[src/rtl/pipe_reg_elastic.sv]
// Elastic pipeline register: DEPTH chained two-entry skid stages with a
// valid/ready handshake, flush and an occupancy counter. Every output,
// including ready_o, comes straight from a flop, so there is no
// combinational path from ready_i to ready_o or from valid_i to valid_o.

// One elastic stage. It holds up to two words: main drives downstream and
// skid catches the word that arrives while downstream is stalled.
module pipe_reg_elastic_stage #(
    parameter int WIDTH = 32
) (
    input  logic             clk_i,
    input  logic             rst_i,
    input  logic             flush_i,
    input  logic             up_valid,
    output logic             up_ready,
    input  logic [WIDTH-1:0] up_data,
    output logic             dn_valid,
    input  logic             dn_ready,
    output logic [WIDTH-1:0] dn_data
);

    typedef enum logic [1:0] {
        ST_EMPTY = 2'b00,
        ST_BUSY  = 2'b01,
        ST_FULL  = 2'b10
    } stage_state_t;

    stage_state_t     state_r;
    stage_state_t     state_nxt_s;
    logic             ready_r;
    logic             valid_r;
    logic [WIDTH-1:0] main_r;
    logic [WIDTH-1:0] skid_r;
    logic             in_fire_s;
    logic             out_fire_s;
    logic             load_main_in_s;
    logic             load_main_skid_s;
    logic             load_skid_s;

    assign up_ready = ready_r;
    assign dn_valid = valid_r;
    assign dn_data  = main_r;

    // Next-state and data-load decode; flush empties the stage without touching data.
    always_comb begin
        in_fire_s        = up_valid & ready_r;
        out_fire_s       = valid_r & dn_ready;
        state_nxt_s      = state_r;
        load_main_in_s   = 1'b0;
        load_main_skid_s = 1'b0;
        load_skid_s      = 1'b0;
        if (flush_i) begin
            state_nxt_s = ST_EMPTY;
        end else begin
            case (state_r)
                ST_EMPTY: begin
                    if (in_fire_s) begin
                        state_nxt_s    = ST_BUSY;
                        load_main_in_s = 1'b1;
                    end else begin
                        state_nxt_s = ST_EMPTY;
                    end
                end
                ST_BUSY: begin
                    if (in_fire_s && !out_fire_s) begin
                        state_nxt_s = ST_FULL;
                        load_skid_s = 1'b1;
                    end else if (!in_fire_s && out_fire_s) begin
                        state_nxt_s = ST_EMPTY;
                    end else if (in_fire_s && out_fire_s) begin
                        state_nxt_s    = ST_BUSY;
                        load_main_in_s = 1'b1;
                    end else begin
                        state_nxt_s = ST_BUSY;
                    end
                end
                ST_FULL: begin
                    // ready_r is low here, so no input can arrive in this state.
                    if (out_fire_s) begin
                        state_nxt_s      = ST_BUSY;
                        load_main_skid_s = 1'b1;
                    end else begin
                        state_nxt_s = ST_FULL;
                    end
                end
                default: begin
                    state_nxt_s = ST_EMPTY;
                end
            endcase
        end
    end

    // State, registered handshake flags and data registers.
    always_ff @(posedge clk_i) begin
        if (rst_i) begin
            state_r <= ST_EMPTY;
            ready_r <= 1'b1;
            valid_r <= 1'b0;
            main_r  <= {WIDTH{1'b0}};
            skid_r  <= {WIDTH{1'b0}};
        end else begin
            state_r <= state_nxt_s;
            ready_r <= (state_nxt_s != ST_FULL);
            valid_r <= (state_nxt_s != ST_EMPTY);
            if (load_main_in_s) begin
                main_r <= up_data;
            end else if (load_main_skid_s) begin
                main_r <= skid_r;
            end else begin
                main_r <= main_r;
            end
            if (load_skid_s) begin
                skid_r <= up_data;
            end else begin
                skid_r <= skid_r;
            end
        end
    end

endmodule

// Top: chain of DEPTH stages plus the occupancy counter.
module pipe_reg_elastic #(
    parameter int WIDTH = 32,
    parameter int DEPTH = 1,
    localparam int CNT_W = $clog2(2*DEPTH+1)
) (
    input  logic             clk_i,
    input  logic             rst_i,
    input  logic             flush_i,
    input  logic             valid_i,
    output logic             ready_o,
    input  logic [WIDTH-1:0] data_i,
    output logic             valid_o,
    input  logic             ready_i,
    output logic [WIDTH-1:0] data_o,
    output logic [CNT_W-1:0] count_o
);

    // Link k feeds stage k; link DEPTH is the downstream interface.
    logic             link_valid [0:DEPTH];
    logic             link_ready [0:DEPTH];
    logic [WIDTH-1:0] link_data  [0:DEPTH];
    logic [CNT_W-1:0] count_r;
    logic             in_fire_s;
    logic             out_fire_s;

    assign link_valid[0]     = valid_i;
    assign link_data[0]      = data_i;
    assign link_ready[DEPTH] = ready_i;

    assign ready_o = link_ready[0];
    assign valid_o = link_valid[DEPTH];
    assign data_o  = link_data[DEPTH];
    assign count_o = count_r;

    assign in_fire_s  = valid_i & ready_o;
    assign out_fire_s = valid_o & ready_i;

    for (genvar k = 0; k < DEPTH; k++) begin : g_stage
        pipe_reg_elastic_stage #(
            .WIDTH (WIDTH)
        ) u_stage (
            .clk_i    (clk_i),
            .rst_i    (rst_i),
            .flush_i  (flush_i),
            .up_valid (link_valid[k]),
            .up_ready (link_ready[k]),
            .up_data  (link_data[k]),
            .dn_valid (link_valid[k+1]),
            .dn_ready (link_ready[k+1]),
            .dn_data  (link_data[k+1])
        );
    end

    // Occupancy: +1 on accept only, -1 on deliver only, cleared by flush.
    always_ff @(posedge clk_i) begin
        if (rst_i) begin
            count_r <= {CNT_W{1'b0}};
        end else if (flush_i) begin
            count_r <= {CNT_W{1'b0}};
        end else begin
            case ({in_fire_s, out_fire_s})
                2'b10:   count_r <= count_r + CNT_W'(1);
                2'b01:   count_r <= count_r - CNT_W'(1);
                default: count_r <= count_r;
            endcase
        end
    end

endmodule

[config.mk]
export PLATFORM = sky130hd
export DESIGN_NAME = pipe_reg_elastic
export DESIGN_NICKNAME = d
export VERILOG_FILES = /design/src/rtl/pipe_reg_elastic.sv
export SDC_FILE = /design/constraint.sdc
export NUM_CORES = 1
export LEC_CHECK = 0
export CORE_MARGIN = 4
export CORE_UTILIZATION = 49
export DETAILED_ROUTE_END_ITERATION = 8
export PLACE_DENSITY = 0.92
export SLEW_MARGIN = 10
export SYNTH_ARGS = -nofsm -noshare
export SYNTH_HDL_FRONTEND = slang
export SYNTH_SLANG_ARGS = --single-unit
[constraint.sdc]
create_clock -name clk_i -period 2.58 [get_ports clk_i]
set_input_delay 0.774 -clock clk_i [delete_from_list [all_inputs] [get_ports clk_i]]
set_output_delay 0.774 -clock clk_i [all_outputs]
set_load 0.01 [all_outputs]
After elaboration in Yosys (flattened, before gate mapping)

Cells that the tools add are included.

Add/sub/neg operators: 2
$mul: 0
Divide/modulo/power cells: 0
Order comparisons: 0
Equal/unequal tests: 5
Shift operators: 0
Multiplexer cells: 21
Bitwise gates (word level): 2
Reductions and logical operators: 10

Operator list:

| operator                                             | number |
|---|---|
| two-way mux 32 bit                                   | 2 |
| two-way mux 1 bit                                    | 13 |
| two-way mux 2 bit                                    | 3 |
| case mux 2 bit (3 select lines)                      | 1 |
| nonzero test 2 bit                                   | 3 |
| equality test 2 x 1 -> 1 bit (second input constant) | 2 |
| equality test 2 bit (second input constant)          | 2 |
| case mux 2 bit (2 select lines)                      | 1 |
| logical AND 1 bit                                    | 3 |
| adder 2 x 1 -> 2 bit (second input constant)         | 1 |
| AND 1 bit                                            | 2 |
| logical NOT 1 bit                                    | 2 |
| logical NOT 2 bit                                    | 1 |
| != test 2 bit (second input constant)                | 1 |
| case mux 1 bit (2 select lines)                      | 1 |
| OR reduction 2 bit                                   | 1 |
| subtractor 2 x 1 -> 2 bit (second input constant)    | 1 |

Register bits after elaboration: 70
Latch bits: 0
Bits in writable memories: 0
ROM bits: 0
Input port bits: 37
Word-level logic and storage cells: 46
Memories: 0

Depth between registers and ports, before layout

Gate-level depths: netlist of the first run.

Word-level depth: 8
Mapped depth: 9
Gate-level depth less buffers: 7

Cells and area by module

Synthesis of the first run repeated with hierarchy kept, for this count alone.

Cell total of the unflattened synthesis: 292
Area total of the unflattened synthesis: 2,697.6 um^2

By module, submodules not included:

| module                 | instances | cells each | area an instance (um^2) | sequential area each (um^2) |
|---|---|---|---|---|
| pipe_reg_elastic_stage | 1         | 281        | 2,593.7                 | 1,361.3 |
| pipe_reg_elastic       | 1         | 11         | 103.8                   | 40.0 |

Least setup slack after synthesis of the first run

Ideal clock, no wire load.

Kind: input to register
From: input port valid_i
To: register count_r[1] (netlist: count_o[1])
Library setup time: 0.058 ns
Data arrival time: 2.140 ns
Path slack: 0.382 ns
Stages: 6
Cells stage by stage: nand2_1 -> inv_1 -> ha_1 -> or4_1 -> a211oi_1 -> a31o_2

Longest elaborated chain between the ends: 3
Elaborated cells on any way between the ends: 5

RTL lines:

| element                                                                      | line | text |
|---|---|---|
| start: declaration                                                           | 131  | `input logic valid_i,` |
| AND 1 bit (*)                                                                | 157  | `assign in_fire_s = valid_i & ready_o;` |
| equality test 2 x 1 -> 1 bit / equality test 2 bit (equally long branches)   | 183  | `case ({in_fire_s, out_fire_s})` |
| case mux 2 bit (2 select lines) / nonzero test 2 bit (equally long branches) | --   |  |
| end signal: assignment                                                       | 184  | `2'b10: count_r <= count_r + CNT_W'(1);` |
| end signal: assignment                                                       | 185  | `2'b01: count_r <= count_r - CNT_W'(1);` |
| end signal: assignment                                                       | 186  | `default: count_r <= count_r;` |
| end: declaration                                                             | 144  | `logic [CNT_W-1:0] count_r;` |

Mark *: on every way between the ends. The rest lies on a longest branch, timed or not.
A chain may end at the register's enable or synchronous reset.

Final worst setup path of the first run

Ends and elaborated chain as after synthesis.

==> results of run 1 <==
-- cells in the final DEF, fill, tap and decap left out, types with 2 or more instances in the layout --
cell / count
or2_2: 2
a311oi_1: 20
a21oi_1: 34
clkinv_2: 2
and3b_1: 2
nor2_1: 34
clkbuf_1: 2
nand2_1: 131
buf_4: 10
clkdlybuf4s50_1: 71
nor2b_1: 3
nand3b_1: 3
dfxtp_1: 70
buf_12: 2
clkbuf_8: 10
o21ai_0: 6
a311oi_2: 12
-- synthesized netlist by cell type --
cell type / number
nand2_1: 131
dfxtp_1: 70
nor2_1: 35
a21oi_1: 34
a311oi_1: 20
a311oi_2: 12
clkbuf_1: 10
buf_2: 9
o21ai_0: 6
buf_6: 5
buf_4: 4
nand3b_1: 3
nor2b_1: 3
and3b_1: 2
or2_2: 2
a2111o_1: 1
a211oi_1: 1
a31o_2: 1
and2_1: 1
ha_1: 1
inv_1: 1
nand2_2: 1
nor3_1: 1
o21bai_1: 1
or4_1: 1
-- cells by family after synthesis --
group	after synthesis	synth area share
compound gates	76	0.204
fa+ha+maj	1	0.00432
buf+inv	29	0.0596
flops	70	0.484
simple gates	180	0.248
-- power by group --
group | internal (uW) | total (uW) | switching, uW
registers | 1130 | 1150 | 25.4
clock network | 362 | 725 | 363
logic | 165 | 300 | 135
total | 1650 | 2180 | 523
-- worst max-delay path, stage by stage --
cell,delay (ns)
clkdlybuf4s50_1,0.41
nand2_1,0.10
inv_1,0.07
ha_1,0.31
or4_1,0.57
a211oi_1,0.28
a31o_2,0.13
-- worst paths after layout --
kind                                                   from                                         to  slack [ns]  cells after the start
hold reg to reg   g_stage[0].u_stage.skid_r[7]$_SDFFE_PP0P_  g_stage[0].u_stage.skid_r[7]$_SDFFE_PP0P_        0.46                      2
hold / removal    g_stage[0].u_stage.skid_r[7]$_SDFFE_PP0P_  g_stage[0].u_stage.skid_r[7]$_SDFFE_PP0P_        0.46                      2
setup reg to reg     g_stage[0].u_stage.up_ready$_SDFF_PP1_                    count_o[1]$_SDFFE_PP0P_        0.78                      6
setup / recovery                                    valid_i                    count_o[1]$_SDFFE_PP0P_        0.21                      7
-- state kept, by name, summed over array words and instances (netlist names) --
signal and count:
g_stage.u_stage.dn_valid 1, g_stage.u_stage.state_r 2, g_stage.u_stage.up_ready 1, g_stage.u_stage.dn_data 32
count_o 2, g_stage.u_stage.skid_r 32
-- stage by stage --
step,worst slack (ns),utilization
6_report,0.206,0.679
4_1_cts,0.228,0.679
3_5_place_dp,-0.0994,0.651
5_1_grt,0.122,0.679
2_1_floorplan,0.382,-
3_3_place_gp,0.0000295,0.651
-- layer usage --
| metal | track usage | vias to the layer above | part of all wire |
|---|---|---|---|
| li1 | - | 1331 | - |
| met1 | 0.220 | 1286 | 0.42 |
| met2 | 0.362 | 65 | 0.52 |
| met3 | 0.0505 | 5 | 0.048 |
| met4 | 0.0633 | 0 | 0.0084 |
| met5 | 0 | - | 0 |
-- cell type report --
cell class                      instances  share of cell area
Sequential cell                        70               0.368
Multi-Input combinational cell        257               0.348
Timing Repair Buffer                   84               0.218
Clock buffer                           12              0.0381
Tap cell                               72              0.0237
Clock inverter                          2             0.00263
Inverter                                1            0.000986
==> results.yml, run 1 <==
timing:
  final.min_clock_period_ns: 2.37
  drv_slew: 0
  rsz0062_at_grt: "false"
  fin_hold_ws_ns: 0.456
  tightest_slew_ns: 0.606
  maxSlewHeadroom: 0.596
  setup_tns_ns: 0
  fmax_ghz: 0.421
  hold_viol_final: 0
  skew_ns: 0.00606
  setup_viol: 0
  period_share: 0.920
synth:
  ys_seq_elements: 70
  yosysSeqAreaShare: 0.484
  avgSynthCellArea_um2: 8.14
  synth_nets: 394
  synth_area_mm2: 0.00290
  synth_area_leaders: "dfxtp_1 48%, nand2_1 17%, a311oi_2 6.2%"
  yosysTopAreaCell: "dfxtp_1"
  synth_top_area_frac: 0.484
  synth_warnings: 0
  yosysUniqueCellTypes: 25
  netlist_instances: 356
pwr:
  ir_drop_mv: 0.331
  power.total_uw: 2180
  powerDensity_mw_per_mm2: 572
  leakage_uw: 0.00130
placement:
  place_inst: 484
  dpl_cell_area_mm2: 0.00365
  place.gp.congestion: 0.764
  port_buffers: 72
  dp_hpwl_mm: 4.71
status:
  outcome: "finished, final reports clean"
clock_tree:
  clockBufferDepth: 2
  h-tree-depth: 3
  postCtsSetupRepairBufs: 0
  hold_buffers: 0
  cts_root_buf: "clkbuf_8"
  cts_buffers: 9
  cts_resized: 0
  clk_latency_ns: 0.32
  cts.sinks: 70
  tritoncts: "yes"
  clkTransAtPathRegs_ns: 0.07
floorplanning:
  core_area_mm2: 0.00561
  dieArea_mm2: 0.00721
  die_h_um: 84.9
  start_util: 0.517
  pin_count: 73
  die_w_um: 84.9
  num_rows: 27
worst_setup_path:
  cp_data_arrival_time_ns: 2.65
  required_ns: 2.85
  cp-start-kind: "primary input"
  critical_path.max_fanout: 3
  cp-end-kind: "register"
  critical_path_class: "in2reg"
job:
  maxCapViolCount: 0
detailed_routing:
  drt_iter0_drc: 138
  wl_per_cell_um: 14.0
  drt-total-wl_mm: 7.00
  via_per_inst: 5.40
  route.vias.total: 2687
  drc: 0
  antenna_left: 0
  firstDrtPassIters: 4
hold_path:
  min_path_type: "reg2reg"
global_routing:
  grt_pass1_wl_mm: 11.8
  grt_pass1_vias: 2695
  track_usage: 0.197
  antenna_found_initial: 0
  grt_overflow: 0
  grt_max_degree: 65
finish:
  fin_nets: 461
  multiInputGateArea_mm2: 0.00133
  syn2layout_area_growth_pct: 31.4
  stdcell_area_mm2: 0.00381
  stdcell_count: 498
  n_antenna_cell: 0
  drive_gt1_frac: 0.101
  nFillCells: 480
  ff_latch_area_mm2: 0.00140
(Power assumes the default switching activity.)
==> run 2: changes to the inputs <==
--- a/config.mk
+++ b/config.mk
@@ -8,6 +8,7 @@
 export CORE_MARGIN = 4
 export CORE_UTILIZATION = 49
 export DETAILED_ROUTE_END_ITERATION = 8
+export HOLD_SLACK_MARGIN = 0.05
 export PLACE_DENSITY = 0.92
 export SLEW_MARGIN = 10
 export SYNTH_ARGS = -nofsm -noshare
==> results of run 2 <==
No change in the layout: final DEF, timing and power equal those of run 1.
